`src/rtl/mips_multicycle_control_pkg.sv`:
```
// Shared constants and types for the multicycle MIPS main control FSM:
// opcode/funct values, ALUOp codes and the exported state encoding.
package mips_multicycle_control_pkg;

   // Opcodes (instruction[31:26]) recognised by the controller
   localparam logic [5:0] OP_R    = 6'b000000;
   localparam logic [5:0] OP_LW   = 6'b100011;
   localparam logic [5:0] OP_SW   = 6'b101011;
   localparam logic [5:0] OP_BEQ  = 6'b000100;
   localparam logic [5:0] OP_ADDI = 6'b001000;
   localparam logic [5:0] OP_J    = 6'b000010;

   // funct field value that turns an R-type into a register jump
   localparam logic [5:0] FUNCT_JR = 6'b001000;

   // ALUOp codes consumed by alu_control
   localparam logic [1:0] ALUOP_ADD   = 2'b00;
   localparam logic [1:0] ALUOP_SUB   = 2'b01;
   localparam logic [1:0] ALUOP_FUNCT = 2'b10;

   // Exported state encoding; values 14 and 15 are unused and recover to FETCH
   typedef enum logic [3:0] {
      S_RESET    = 4'd0,
      S_FETCH    = 4'd1,
      S_DECODE   = 4'd2,
      S_MEMADR   = 4'd3,
      S_MEMREAD  = 4'd4,
      S_MEMWB    = 4'd5,
      S_MEMWRITE = 4'd6,
      S_EXECUTE  = 4'd7,
      S_ALUWB    = 4'd8,
      S_BRANCH   = 4'd9,
      S_ADDIEX   = 4'd10,
      S_ADDIWB   = 4'd11,
      S_JUMP     = 4'd12,
      S_JR       = 4'd13
   } state_t;

   // True for every opcode the controller knows how to sequence
   function automatic logic is_supported(input logic [5:0] op);
      return (op == OP_R) || (op == OP_LW) || (op == OP_SW) ||
             (op == OP_BEQ) || (op == OP_ADDI) || (op == OP_J);
   endfunction

endpackage

```
`src/rtl/mips_multicycle_control_if.sv`:
```
// Bundle between the main control FSM and the multicycle datapath/memory.
//
// Memory handshake: the controller holds mem_req (and IorD/MemWrite) steady
// while it wants an access; the access completes in the cycle where both
// mem_req and mem_ready are 1. mem_ready is ignored whenever mem_req is 0.
interface mips_multicycle_control_if #(
   parameter int STATE_W = 4
);
   logic [5:0]         opcode;
   logic [5:0]         funct;
   logic               zero;
   logic               mem_ready;
   logic               mem_req;
   logic               IorD;
   logic               MemWrite;
   logic               IRWrite;
   logic               RegDst;
   logic               MemtoReg;
   logic               RegWrite;
   logic               ALUSrcA;
   logic [1:0]         ALUSrcB;
   logic [1:0]         ALUOp;
   logic [1:0]         PCSrc;
   logic               PCEn;
   logic               illegal_op;
   logic [STATE_W-1:0] state;

   // Controller side
   modport master (
      input  opcode, funct, zero, mem_ready,
      output mem_req, IorD, MemWrite, IRWrite, RegDst, MemtoReg, RegWrite,
             ALUSrcA, ALUSrcB, ALUOp, PCSrc, PCEn, illegal_op, state
   );

   // Datapath / memory side
   modport slave (
      output opcode, funct, zero, mem_ready,
      input  mem_req, IorD, MemWrite, IRWrite, RegDst, MemtoReg, RegWrite,
             ALUSrcA, ALUSrcB, ALUOp, PCSrc, PCEn, illegal_op, state
   );
endinterface

```
`src/rtl/mips_multicycle_control.sv`:
```
// Main control FSM of the multicycle MIPS: fetch, decode, execute, memory,
// writeback, with memory stalls on a req/ready handshake. Outputs decode
// from the state register; FETCH loads IR/PC only on the completing cycle,
// DECODE flags unsupported opcodes, and PCEn folds in the branch zero flag.
module mips_multicycle_control
   import mips_multicycle_control_pkg::*;
#(
   parameter int STATE_W = 4
) (
   input  logic                      clk,
   input  logic                      rst,
   mips_multicycle_control_if.master bus
);

   state_t state_q;
   state_t next_state;
   logic   pc_write;
   logic   branch;

   // State register; reset drops straight to RESET so no write strobe survives
   always_ff @(posedge clk or negedge rst) begin
      if (!rst) state_q <= S_RESET;
      else      state_q <= next_state;
   end

   // Next-state decode; unused encodings fall back to FETCH
   always_comb begin
      next_state = state_q;
      case (state_q)
         S_RESET:    next_state = S_FETCH;
         S_FETCH:    if (bus.mem_ready) next_state = S_DECODE;
         S_DECODE: begin
            case (bus.opcode)
               OP_LW, OP_SW: next_state = S_MEMADR;
               OP_R:         next_state = (bus.funct == FUNCT_JR) ? S_JR : S_EXECUTE;
               OP_BEQ:       next_state = S_BRANCH;
               OP_ADDI:      next_state = S_ADDIEX;
               OP_J:         next_state = S_JUMP;
               default:      next_state = S_FETCH;
            endcase
         end
         S_MEMADR:   next_state = (bus.opcode == OP_LW) ? S_MEMREAD :
                                  (bus.opcode == OP_SW) ? S_MEMWRITE : S_FETCH;
         S_MEMREAD:  if (bus.mem_ready) next_state = S_MEMWB;
         S_MEMWB:    next_state = S_FETCH;
         S_MEMWRITE: if (bus.mem_ready) next_state = S_FETCH;
         S_EXECUTE:  next_state = S_ALUWB;
         S_ALUWB:    next_state = S_FETCH;
         S_BRANCH:   next_state = S_FETCH;
         S_ADDIEX:   next_state = S_ADDIWB;
         S_ADDIWB:   next_state = S_FETCH;
         S_JUMP:     next_state = S_FETCH;
         S_JR:       next_state = S_FETCH;
         default:    next_state = S_FETCH;
      endcase
   end

   // Output decode from the current state
   always_comb begin
      bus.mem_req    = 1'b0;
      bus.IorD       = 1'b0;
      bus.MemWrite   = 1'b0;
      bus.IRWrite    = 1'b0;
      bus.RegDst     = 1'b0;
      bus.MemtoReg   = 1'b0;
      bus.RegWrite   = 1'b0;
      bus.ALUSrcA    = 1'b0;
      bus.ALUSrcB    = 2'b00;
      bus.ALUOp      = ALUOP_ADD;
      bus.PCSrc      = 2'b00;
      bus.illegal_op = 1'b0;
      pc_write       = 1'b0;
      branch         = 1'b0;
      case (state_q)
         S_FETCH: begin
            // PC+4 computed every cycle, committed only when the fetch completes
            bus.mem_req = 1'b1;
            bus.ALUSrcB = 2'b01;
            bus.IRWrite = bus.mem_ready;
            pc_write    = bus.mem_ready;
         end
         S_DECODE: begin
            bus.ALUSrcB    = 2'b11;
            bus.illegal_op = !is_supported(bus.opcode);
         end
         S_MEMADR: begin
            bus.ALUSrcA = 1'b1;
            bus.ALUSrcB = 2'b10;
         end
         S_MEMREAD: begin
            bus.mem_req = 1'b1;
            bus.IorD    = 1'b1;
         end
         S_MEMWB: begin
            bus.MemtoReg = 1'b1;
            bus.RegWrite = 1'b1;
         end
         S_MEMWRITE: begin
            bus.mem_req  = 1'b1;
            bus.IorD     = 1'b1;
            bus.MemWrite = 1'b1;
         end
         S_EXECUTE: begin
            bus.ALUSrcA = 1'b1;
            bus.ALUOp   = ALUOP_FUNCT;
         end
         S_ALUWB: begin
            bus.RegDst   = 1'b1;
            bus.RegWrite = 1'b1;
         end
         S_BRANCH: begin
            bus.ALUSrcA = 1'b1;
            bus.ALUOp   = ALUOP_SUB;
            bus.PCSrc   = 2'b01;
            branch      = 1'b1;
         end
         S_ADDIEX: begin
            bus.ALUSrcA = 1'b1;
            bus.ALUSrcB = 2'b10;
         end
         S_ADDIWB: bus.RegWrite = 1'b1;
         S_JUMP: begin
            bus.PCSrc = 2'b10;
            pc_write  = 1'b1;
         end
         S_JR: begin
            bus.PCSrc = 2'b11;
            pc_write  = 1'b1;
         end
         default: ;
      endcase
      bus.PCEn  = pc_write | (branch & bus.zero);
      bus.state = STATE_W'(state_q);
   end

endmodule

```
`src/flat_wrapper.sv`:
```
// flat-port wrapper written by rule: the top's interface ports become plain ports
module mips_multicycle_control_flat import mips_multicycle_control_pkg::*;
#(
   parameter int STATE_W = 4
)
  (clk, rst, bus_opcode, bus_funct, bus_zero, bus_mem_ready, bus_mem_req, bus_IorD, bus_MemWrite, bus_IRWrite, bus_RegDst, bus_MemtoReg, bus_RegWrite, bus_ALUSrcA, bus_ALUSrcB, bus_ALUOp, bus_PCSrc, bus_PCEn, bus_illegal_op, bus_state);
  mips_multicycle_control_if #(.STATE_W(STATE_W)) bus_i ();
  input  logic clk;
  input  logic rst;
  input wire logic [$bits(bus_i.opcode)-1:0] bus_opcode;
  input wire logic [$bits(bus_i.funct)-1:0] bus_funct;
  input wire logic [$bits(bus_i.zero)-1:0] bus_zero;
  input wire logic [$bits(bus_i.mem_ready)-1:0] bus_mem_ready;
  output wire logic [$bits(bus_i.mem_req)-1:0] bus_mem_req;
  output wire logic [$bits(bus_i.IorD)-1:0] bus_IorD;
  output wire logic [$bits(bus_i.MemWrite)-1:0] bus_MemWrite;
  output wire logic [$bits(bus_i.IRWrite)-1:0] bus_IRWrite;
  output wire logic [$bits(bus_i.RegDst)-1:0] bus_RegDst;
  output wire logic [$bits(bus_i.MemtoReg)-1:0] bus_MemtoReg;
  output wire logic [$bits(bus_i.RegWrite)-1:0] bus_RegWrite;
  output wire logic [$bits(bus_i.ALUSrcA)-1:0] bus_ALUSrcA;
  output wire logic [$bits(bus_i.ALUSrcB)-1:0] bus_ALUSrcB;
  output wire logic [$bits(bus_i.ALUOp)-1:0] bus_ALUOp;
  output wire logic [$bits(bus_i.PCSrc)-1:0] bus_PCSrc;
  output wire logic [$bits(bus_i.PCEn)-1:0] bus_PCEn;
  output wire logic [$bits(bus_i.illegal_op)-1:0] bus_illegal_op;
  output wire logic [$bits(bus_i.state)-1:0] bus_state;
  assign bus_i.opcode = bus_opcode;
  assign bus_i.funct = bus_funct;
  assign bus_i.zero = bus_zero;
  assign bus_i.mem_ready = bus_mem_ready;
  assign bus_mem_req = bus_i.mem_req;
  assign bus_IorD = bus_i.IorD;
  assign bus_MemWrite = bus_i.MemWrite;
  assign bus_IRWrite = bus_i.IRWrite;
  assign bus_RegDst = bus_i.RegDst;
  assign bus_MemtoReg = bus_i.MemtoReg;
  assign bus_RegWrite = bus_i.RegWrite;
  assign bus_ALUSrcA = bus_i.ALUSrcA;
  assign bus_ALUSrcB = bus_i.ALUSrcB;
  assign bus_ALUOp = bus_i.ALUOp;
  assign bus_PCSrc = bus_i.PCSrc;
  assign bus_PCEn = bus_i.PCEn;
  assign bus_illegal_op = bus_i.illegal_op;
  assign bus_state = bus_i.state;
  mips_multicycle_control #(.STATE_W(STATE_W)) u_core (.clk(clk), .rst(rst), .bus(bus_i));
endmodule
```
`config.mk`:
```
export PLATFORM = sky130hd
export DESIGN_NAME = mips_multicycle_control_flat
export DESIGN_NICKNAME = d
export VERILOG_FILES = /design/src/rtl/mips_multicycle_control_pkg.sv /design/src/rtl/mips_multicycle_control_if.sv /design/src/rtl/mips_multicycle_control.sv /design/src/flat_wrapper.sv
export SDC_FILE = /design/constraint.sdc
export NUM_CORES = 1
export LEC_CHECK = 0
export BUFFER_PORTS_ARGS = -buffer_cell sky130_fd_sc_hd__buf_2
export CAP_MARGIN = 20
export CELL_PAD_IN_SITES_DETAIL_PLACEMENT = 2
export CELL_PAD_IN_SITES_GLOBAL_PLACEMENT = 2
export CORE_MARGIN = 8
export CORE_UTILIZATION = 18
export CTS_CLUSTER_SIZE = 20
export DETAILED_ROUTE_END_ITERATION = 10
export PLACE_DENSITY_LB_ADDON = 0.1
export REMOVE_ABC_BUFFERS = 1
export SLEW_MARGIN = 10
export SYNTH_ARGS = -nofsm -noshare
export SYNTH_HDL_FRONTEND = slang
export SYNTH_SLANG_ARGS = --single-unit
```
`constraint.sdc`:
```
create_clock -name clk -period 1.3 [get_ports clk]
set_clock_uncertainty 0.05 [all_clocks]
set_input_delay 0.195 -clock clk [delete_from_list [all_inputs] [get_ports clk]]
set_output_delay 0.195 -clock clk [all_outputs]
set_load 0.005 [all_outputs]
```
==> flow_summary.toml, run 1 <==
[outcome]
status = "complete, but fails checks"
violations = "negative setup slack"

[floorplan]
rows = 20
dieArea_sq_mm = 0.00514
num_io_pins = 36
die_h_um = 71.7
fp.dieW_um = 71.7
core_area_sq_mm = 0.00300
start_util_pct = 18.6

[power_and_ir_drop]
power_frac_comb_pct = 76.7
power-per-cell-area_mw_per_mm2 = 1290
pwr-share-clk_pct = 10.7
switchingPower_mw = 0.684
vdd_drop_max_uv = 253
power_frac_seq_pct = 12.6
power.internal_mw = 0.885
power_leakage_nw = 0.580
switching_share_pct = 43.6

[worst_setup_path]
cp_max_fo = 2
critPathRequiredTime_ns = 1.05
critPathKind = "reg -> out"
setup.worst_path.end_class = "output port"
r2r_setup_slack_ns = -0.27
r2r-start = "u_core.bus.state[3]"
cp.arrival_ns = 1.40
rr_worst_depth = 5
cp-start-kind = "register"
rr_endpoint = "u_core.bus.state[1]"

[cts]
clock_latency_ns = 0.25
clock-sinks = 4
cts_tree = "done"
numCtsBuffers = 3
cts_root_buf = "clkbuf_4"
clock_path_buffers = 2
clk_pin_slew_ns = 0.04
cts_max_level = 1

[drt]
wire_per_inst_um = 17.8
drtAntennaViolNets = 0
wirelength_um = 3190
avgViaCountPerCell = 4.97
firstDrtPassIters = 3
vias = 889
drtIter0Drc = 20
drcViolationCount = 0

[sta]
period_share_pct = 126
finalHoldViolations = 0
relSlewSlack_pct = 73.7
fin_ws_ns = -0.344
fmax_ghz = 0.608
rsz0062_at_grt = "yes"
period_needed_ns = 1.64
tightest_slew_ns = 0.391
setup_viol = 22
maxSlewViolCount = 0

[finish]
stdcell_count = 179
diodes = 0
syn2layout_area_growth_pct = 119
final_layout_size_suffix_gt1_share_pct = 68.5
nets = 164
fillerInstances = 343
largest_reg_flops = 4

[global_route]
antenna_found_initial = 0
grt_max_degree = 9
grt_pass1_wl_um = 5340
track_usage_pct = 13.1
first_global_vias = 1026
grt-ovfl-total = 0

[synth]
syn_inst = 78
ys_seq_area_share_pct = 17.9
syn_area_per_cell_sq_um = 7.15
yosysUniqueCellTypes = 36
ys_ff_latch = 4
ys_warn_count = 0
synth-main-ff-cell = "dfrtp_1"
synth_edf_count = 0
async_flop_share_pct = 100
synthesis.area_sq_um = 558

[place]
dp_cells = 167
place_ws_ns = -0.347
portBuffers = 35
gp_congestion = 0.721
dp_hpwl_um = 2380

[hold_path]
hold_path_class = "in -> async"

[run]
cap_viol_max_count = 0
cell families (layout without fill, tap and decap cells):
family                   count (synthesis)  count (layout)  share of synthesized area, %
AO/OA/AOI/OAI                           22              22                          26.9
XOR/XNOR                                 1               1                          1.57
adder cells (fa/ha/maj)                  1               1                          1.79
buffers and inverters                    8              76                          6.05
flip-flops                               4               4                          17.9
multiplexers                             2               2                          3.59
AND/OR/NAND/NOR                         40              40                          42.2
area by class of cell:
| class | instances | area, sq um | share of cell area (%) |
|---|---|---|---|
| Multi-Input combinational cell | 66 | 553 | 45.3 |
| Timing Repair Buffer | 69 | 480 | 39.4 |
| Tap cell | 33 | 41.3 | 3.38 |
| Clock buffer | 3 | 22.5 | 1.85 |
| Inverter | 4 | 20.0 | 1.64 |
| Sequential cell | 4 | 103 | 8.41 |
per-layer routing:
metal  global-route usage (%)  up-vias  routed length [um]
met3                     3.35        5                 170
met4                     4.08        0                  33
met5                        0        -                   0
li1                         -      433                   -
met2                     24.3       29                1650
met1                     14.0      422                1330
Yosys cell counts (2+ instances only):
| master | number | share of area [%] |
|---|---|---|
| a21oi_1 | 7 | 6.3 |
| o21ai_0 | 3 | 2.7 |
| nor4_1 | 2 | 2.2 |
| nor2_1 | 10 | 6.7 |
| dfrtp_1 | 4 | 18 |
| nand2b_1 | 5 | 5.6 |
| a32o_1 | 2 | 3.6 |
| nand2_1 | 5 | 3.4 |
| inv_1 | 3 | 2.0 |
| clkbuf_1 | 3 | 2.0 |
| mux2i_1 | 2 | 3.6 |
| o22ai_1 | 2 | 2.2 |
| nor3_1 | 7 | 6.3 |
power groups by stage:
stage / combinational, mW / clock [mW] / sequential [mW]
6_report: 1.20 / 0.169 / 0.197
5_1_grt: 1.31 / 0.179 / 0.202
4_1_cts: 1.19 / 0.166 / 0.193
3_5_place_dp: 0.855 / 0 / 0.199
3_3_place_gp: 0.826 / 0 / 0.196
2_1_floorplan: 0.329 / 0 / 0.247
worst max-delay path by stage:
| stage | from | to | slack (ns) | depth (start not counted) |
|---|---|---|---|---|
| global route | u_core.bus.state[3] | bus_illegal_op | -0.40 | 3 |
| global placement | bus_funct[1] | u_core.bus.state[1] | -0.31 | 5 |
| finish | u_core.bus.state[3] | bus_illegal_op | -0.34 | 3 |
| detailed placement | bus_funct[1] | u_core.bus.state[1] | -0.35 | 5 |
| floorplan | u_core.bus.state[3] | u_core.bus.state[0] | -0.20 | 4 |
| CTS | u_core.bus.state[0] | bus_illegal_op | -0.35 | 3 |
repair_timing:
item,CTS,global route
pin swaps,6,1
hold buffers,1,0
setup endpoints to repair,20,23
gates resized for setup,41,3
endpoints found under the hold margin,4,0
setup buffers,8,0
worst max-delay path: stages, from the launching register on:
cell and delay (ns):
dfrtp_1 0.39, or4b_4 0.56, nor2_2 0.09, buf_2 0.11
stage by stage:
step / area [sq um] / setup TNS, ns / utilization, % / power, mW / hold slack (ns)
5_1_grt: 1220 / -5.52 / 40.6 / 1.69 / 0.261
4_1_cts: 1210 / -4.20 / 40.3 / 1.55 / 0.239
6_report: 1220 / -4.28 / 40.6 / 1.57 / 0.237
3_3_place_gp: 946 / -1.73 / 31.5 / 1.02 / -0.0373
2_1_floorplan: 542 / -0.898 / - / 0.576 / -0.151
3_5_place_dp: 946 / -2.11 / 31.5 / 1.05 / -0.0373
placed cells by master (no fill, tap or decap), types with 2 or more instances in the layout:
master and n:
buf_2 34, buf_4 23, buf_6 10, nor2_1 4
nor2_4 4, a21oi_1 4, nand2b_4 3, nor3_2 3
a21oi_2 3, nand2_1 3, nor3_1 3, o21ai_0 3
clkbuf_4 3, nand2b_1 2, inv_1 2, nor2_2 2
mux2i_1 2, a32o_1 2, dfrtp_2 2, dfrtp_1 2
Note: power is estimated with default switching activity, not from simulation.
==> inputs of run 2 (changes only) <==
==> constraint.sdc (replaced) <==
create_clock -name clk -period 1.3 [get_ports clk]
set_clock_uncertainty 0.05 [all_clocks]
set_input_delay 0.195 -clock clk [delete_from_list [all_inputs] [get_ports clk]]
set_output_delay 0.195 -clock clk [all_outputs]
set_load 0.02 [all_outputs]
==> run 2 against run 1 <==
  * The flow still finishes with violations (negative setup slack)
  * Wire length rose by 18%
  * Clock-buffer cell count unchanged
  * Critical path type unchanged
  * Total power up 28%
==> flow_summary.toml, run 2 (synthesis gave the netlist of run 1 again) <==
[finish]
diodes = 0
stdcell_count = 188
syn2layout_area_growth_pct = 161
final_layout_size_suffix_gt1_share_pct = 72.3
seq_area_sq_um = 103
nets = 173
final_common_cell = "buf_6"
fillerInstances = 320
final_cell_mix = "buf_6 (31), buf_4 (29), buf_2 (16)"
multi_input_area_sq_um = 588
largest_reg_flops = 4

[drt]
wirelength_um = 3770
vias = 954
avgViaCountPerCell = 5.07
drtAntennaViolNets = 0
drtIter0Drc = 27
wire_per_inst_um = 20.1
firstDrtPassIters = 4
drcViolationCount = 0

[sta]
fin_ws_ns = -0.403
maxSlewViolCount = 0
period_share_pct = 131
period_needed_ns = 1.70
setup_viol = 23
relSlewSlack_pct = 71.8
finalHoldViolations = 0
fmax_ghz = 0.587
rsz0062_at_grt = "yes"
tightest_slew_ns = 0.419

[cts]
clock_path_buffers = 2
clock_latency_ns = 0.24
clock-sinks = 4
numCtsBuffers = 3
clk_pin_slew_ns = 0.05
cts_tree = "done"
cts_max_level = 1
cts_root_buf = "clkbuf_4"

[global_route]
grt_max_degree = 9
first_global_vias = 1152
grt-ovfl-total = 0
antenna_found_initial = 0
track_usage_pct = 14.8
grt_pass1_wl_um = 6000

[worst_setup_path]
cp-start-kind = "register"
path_cells = "or4b_4, nor2_4, buf_6"
crit_family = "simple AND/OR/NAND/NOR gates"
r2r_setup_slack_ns = -0.34
critPathBufInv = 1
critPathRequiredTime_ns = 1.05
cpMaxStageDelayCell = "or4b_4"
critPathKind = "reg -> out"
cp_slowest_stage_delay_ns = 0.58
cp.arrival_ns = 1.46
cp_max_fo = 2
setup.worst_path.end_class = "output port"

[place]
portBuffers = 35
dp_hpwl_um = 2550
dp_cells = 172
gp_congestion = 0.832
place_ws_ns = -0.347

[power_and_ir_drop]
power-per-cell-area_mw_per_mm2 = 1380
power_leakage_nw = 0.650
p_total_mw = 2.00
vdd_drop_max_uv = 325

[floorplan]
core_area_sq_mm = 0.00300
fp.dieW_um = 71.7
dieArea_sq_mm = 0.00514
num_io_pins = 36
start_util_pct = 18.6
rows = 20
die_h_um = 71.7

[outcome]
violations = "negative setup slack"
status = "complete, but fails checks"

[hold_path]
hold_path_class = "in -> async"

[run]
cap_viol_max_count = 0
## run 2: cell count changes in the layout (fill, tap and decap cells not counted)
cell,change
nor3_4,+1
a21oi_1,-1
a21oi_2,+1
buf_4,+6
nor2_2,-2
nor2_1,-2
buf_12,+1
inv_4,+1
inv_2,-1
buf_2,-18
nor2_4,+4
buf_8,-1
nor3_2,-1
buf_6,+21
## run 2: metal layers
layer	vias to the layer above	track usage, %	share of wire, %
met5	-	0	0
met4	0	5.22	2.6
met3	11	2.51	3.6
met2	35	28.6	53
met1	458	15.4	40
li1	450	-	-
## run 2: report_power, final
group | internal (mW) | switching, mW | total (mW)
Sequential | 0.159 | 0.0446 | 0.204
Combinational | 0.795 | 0.829 | 1.62
Clock | 0.105 | 0.0696 | 0.174
Total | 1.06 | 0.943 | 2.00
## run 2: area by class of cell
class                           instances  area share [%]
Tap cell                               33            2.84
Clock buffer                            3            1.55
Inverter                                4            1.55
Multi-Input combinational cell         66            40.4
Sequential cell                         4            7.06
Timing Repair Buffer                   78            46.6
## run 2: path summary, 6_finish.rpt
| check | from | endpoint | cells after the start |
|---|---|---|---|
| max reg2reg | u_core.bus.state[2] | u_core.bus.state[0] | 5 |
| min reg2reg | u_core.bus.state[1] | u_core.bus.state[3] | 2 |
| min in group clk | bus_funct[4] | u_core.bus.state[1] | 4 |
| min | rst | u_core.bus.state[2] | 2 |
| max | u_core.bus.state[2] | bus_illegal_op | 3 |
| max in group asynchronous | rst | u_core.bus.state[1] | 2 |
## run 2: what timing repair did
action / 4_1_cts / 5_1_grt
gates resized for setup: 88 / 6
hold buffers: 1 / 0
endpoints found under the hold margin: 4 / 0
cloned: 0 / 0
setup endpoints to repair: 23 / 23
pin swaps: 15 / 3
buffers inserted: 8 / 5
## run 2: through the flow
stage	instance area (sq um)	TNS [ns]	hold WS [ns]	util, %
6_report	1450	-5.77	0.246	48.4
5_1_grt	1450	-6.91	0.266	48.4
4_1_cts	1390	-5.13	0.259	46.3
3_5_place_dp	983	-2.71	-0.0307	32.8
3_3_place_gp	983	-2.05	-0.0373	32.8
2_1_floorplan	542	-5.08	-0.151	-
## run 2: worst register-to-register path: stages (launching register included)
cell and delay (ns):
dfrtp_1 0.41, or4b_4 0.58, buf_4 0.18, a21oi_2 0.09, nor2_1 0.07, a22oi_1 0.16
==> inputs of run 3 (changes only) <==
--- a/config.mk
+++ b/config.mk
@@ -9,11 +9,14 @@
 export CAP_MARGIN = 20
 export CELL_PAD_IN_SITES_DETAIL_PLACEMENT = 2
 export CELL_PAD_IN_SITES_GLOBAL_PLACEMENT = 2
+export CORE_ASPECT_RATIO = 0.5
 export CORE_MARGIN = 8
 export CORE_UTILIZATION = 18
+export CTS_BUF_LIST = sky130_fd_sc_hd__clkbuf_4 sky130_fd_sc_hd__clkbuf_8 sky130_fd_sc_hd__clkbuf_16
 export CTS_CLUSTER_SIZE = 20
 export DETAILED_ROUTE_END_ITERATION = 10
 export PLACE_DENSITY_LB_ADDON = 0.1
+export RECOVER_POWER = 100
 export REMOVE_ABC_BUFFERS = 1
 export SLEW_MARGIN = 10
 export SYNTH_ARGS = -nofsm -noshare
==> run 3 against run 2 <==
  * The flow still finishes with violations (negative setup slack)
  * Core utilization increased by 4.3 points
  * Global-route usage grew 0.48 points
  * Final cell count up 6.4%
  * Largest cell class unchanged
  * Via count is 7.4% higher
  * Highest routed layer unchanged
  * Register-to-register slack lost 0.04 ns
==> flow_summary.toml, run 3 (synthesis gave the netlist of run 1 again) <==
[outcome]
status = "complete, but fails checks"
violations = "negative setup slack"

[cts]
cts_max_level = 1
numCtsBuffers = 3
clock-sinks = 4
clk_pin_slew_ns = 0.04
cts_tree = "done"
cts_root_buf = "clkbuf_8"
clock_path_buffers = 2
clock_latency_ns = 0.22

[worst_setup_path]
cp_slowest_stage_delay_ns = 0.42
crit_family = "compound AO/OA/AOI/OAI gates"
path_cells = "buf_6, buf_6, buf_6, nand2_2, a21bo_2, a32o_2, a22oi_2"
critPathKind = "reg -> reg"
setup.worst_path.end_class = "register"
critPathRequiredTime_ns = 1.37
path_common_cell = "buf_6"
cp.arrival_ns = 1.76
cp_max_fo = 5
critPathBufInv = 3
cpMaxStageDelayCell = "dfrtp_1"
cp-start-kind = "register"

[sta]
finalHoldViolations = 0
period_share_pct = 130
period_needed_ns = 1.68
fin_ws_ns = -0.385
fmax_ghz = 0.594
maxSlewViolCount = 0
relSlewSlack_pct = 77.3
tightest_slew_ns = 0.337
setup_viol = 23
rsz0062_at_grt = "yes"
holdWs_ns = 0.328

[floorplan]
core_area_sq_mm = 0.00298
dieArea_sq_mm = 0.00525
start_util_pct = 18.7
fp.dieW_um = 94.7
rows = 14
num_io_pins = 36
die_h_um = 55.4

[global_route]
grt_max_degree = 10
grt-ovfl-total = 0
grtUsageMet1_pct = 19.4
first_global_vias = 1113
track_usage_pct = 15.3
grt_pass1_wl_um = 6440
gr-usage-met2_pct = 26.7
antenna_found_initial = 0
use_met3_pct = 1.62
grt-busiest-layer = "met2"

[drt]
drtIter0Drc = 21
firstDrtPassIters = 4
drcViolationCount = 0
avgViaCountPerCell = 5.13
drtAntennaViolNets = 0
wirelength_um = 4670
wire_per_inst_um = 23.4
vias = 1025

[power_and_ir_drop]
switching_share_pct = 47.6
power_frac_comb_pct = 77.3
switchingPower_mw = 1.02
power_frac_seq_pct = 9.8
vdd_drop_max_uv = 684
power.internal_mw = 1.13
power_leakage_nw = 0.700
pwr-share-clk_pct = 12.9
power-per-cell-area_mw_per_mm2 = 1370

[run]
cap_viol_max_count = 0

[finish]
largest_reg_flops = 4
final_layout_size_suffix_gt1_share_pct = 76.9
final_cell_mix = "buf_6 (36), buf_4 (29), buf_2 (16)"
fin_area_sq_mm = 0.00157
stdcell_count = 200
diodes = 0
fillerInstances = 327
final_common_cell = "buf_6"
nets = 178
syn2layout_area_growth_pct = 181

[place]
dp_hpwl_um = 2400
portBuffers = 35
gp_congestion = 0.742
dp_cells = 178
place_area_sq_um = 985

[hold_path]
hold_path_class = "in -> async"
-- run 3: power groups by stage --
stage / registers (mW) / logic [mW] / clock network (mW)
floorplan: 0.279 / 0.446 / 0
global placement: 0.185 / 0.972 / 0
detailed placement: 0.188 / 1.00 / 0
CTS: 0.198 / 1.37 / 0.263
global route: 0.215 / 1.74 / 0.291
finish: 0.211 / 1.66 / 0.277
-- run 3: layer usage --
metal / share of wire, % / vias to the layer above
met5: 0 / -
met2: 49 / 45
met3: 5.2 / 4
met4: 0.73 / 0
li1: - / 464
met1: 45 / 512
-- run 3: repair_timing --
item                                    CTS  global route
hold endpoints to repair                  4             0
gates resized for setup                  83            25
gates cloned                              0             0
pin swaps                                13             9
hold buffers                              1             0
setup buffers                            14             7
endpoints found under the setup margin   22            24
-- run 3: path summary, 6_finish.rpt --
path	end	cells after the start	slack [ns]	from
setup / recovery	u_core.bus.state[0]	7	-0.38	u_core.bus.state[2]
hold reg to reg	u_core.bus.state[3]	2	0.78	u_core.bus.state[1]
hold / removal	u_core.bus.state[2]	2	0.33	rst
setup reg to reg	u_core.bus.state[0]	7	-0.38	u_core.bus.state[2]
min in group clk	u_core.bus.state[1]	4	0.37	bus_funct[5]
max in group asynchronous	u_core.bus.state[0]	2	0.65	rst
-- run 3: final cells by class --
type	count	area, sq um	share of cell area (%)
timing repair buffer	83	717	45.7
inverter	4	25.0	1.59
tap	40	50.0	3.19
multi-input combinational	66	634	40.4
sequential	4	101	6.46
clock buffer	3	41.3	2.63
-- run 3: stage by stage --
step | total power [mW] | worst slack, ns | util (%) | setup TNS (ns)
2_1_floorplan | 0.725 | -0.811 | - | -5.08
3_3_place_gp | 1.16 | -0.335 | 33.1 | -2.05
3_5_place_dp | 1.19 | -0.396 | 33.1 | -2.80
4_1_cts | 1.83 | -0.379 | 48.0 | -4.85
5_1_grt | 2.24 | -0.447 | 52.7 | -6.80
6_report | 2.15 | -0.385 | 52.7 | -5.81
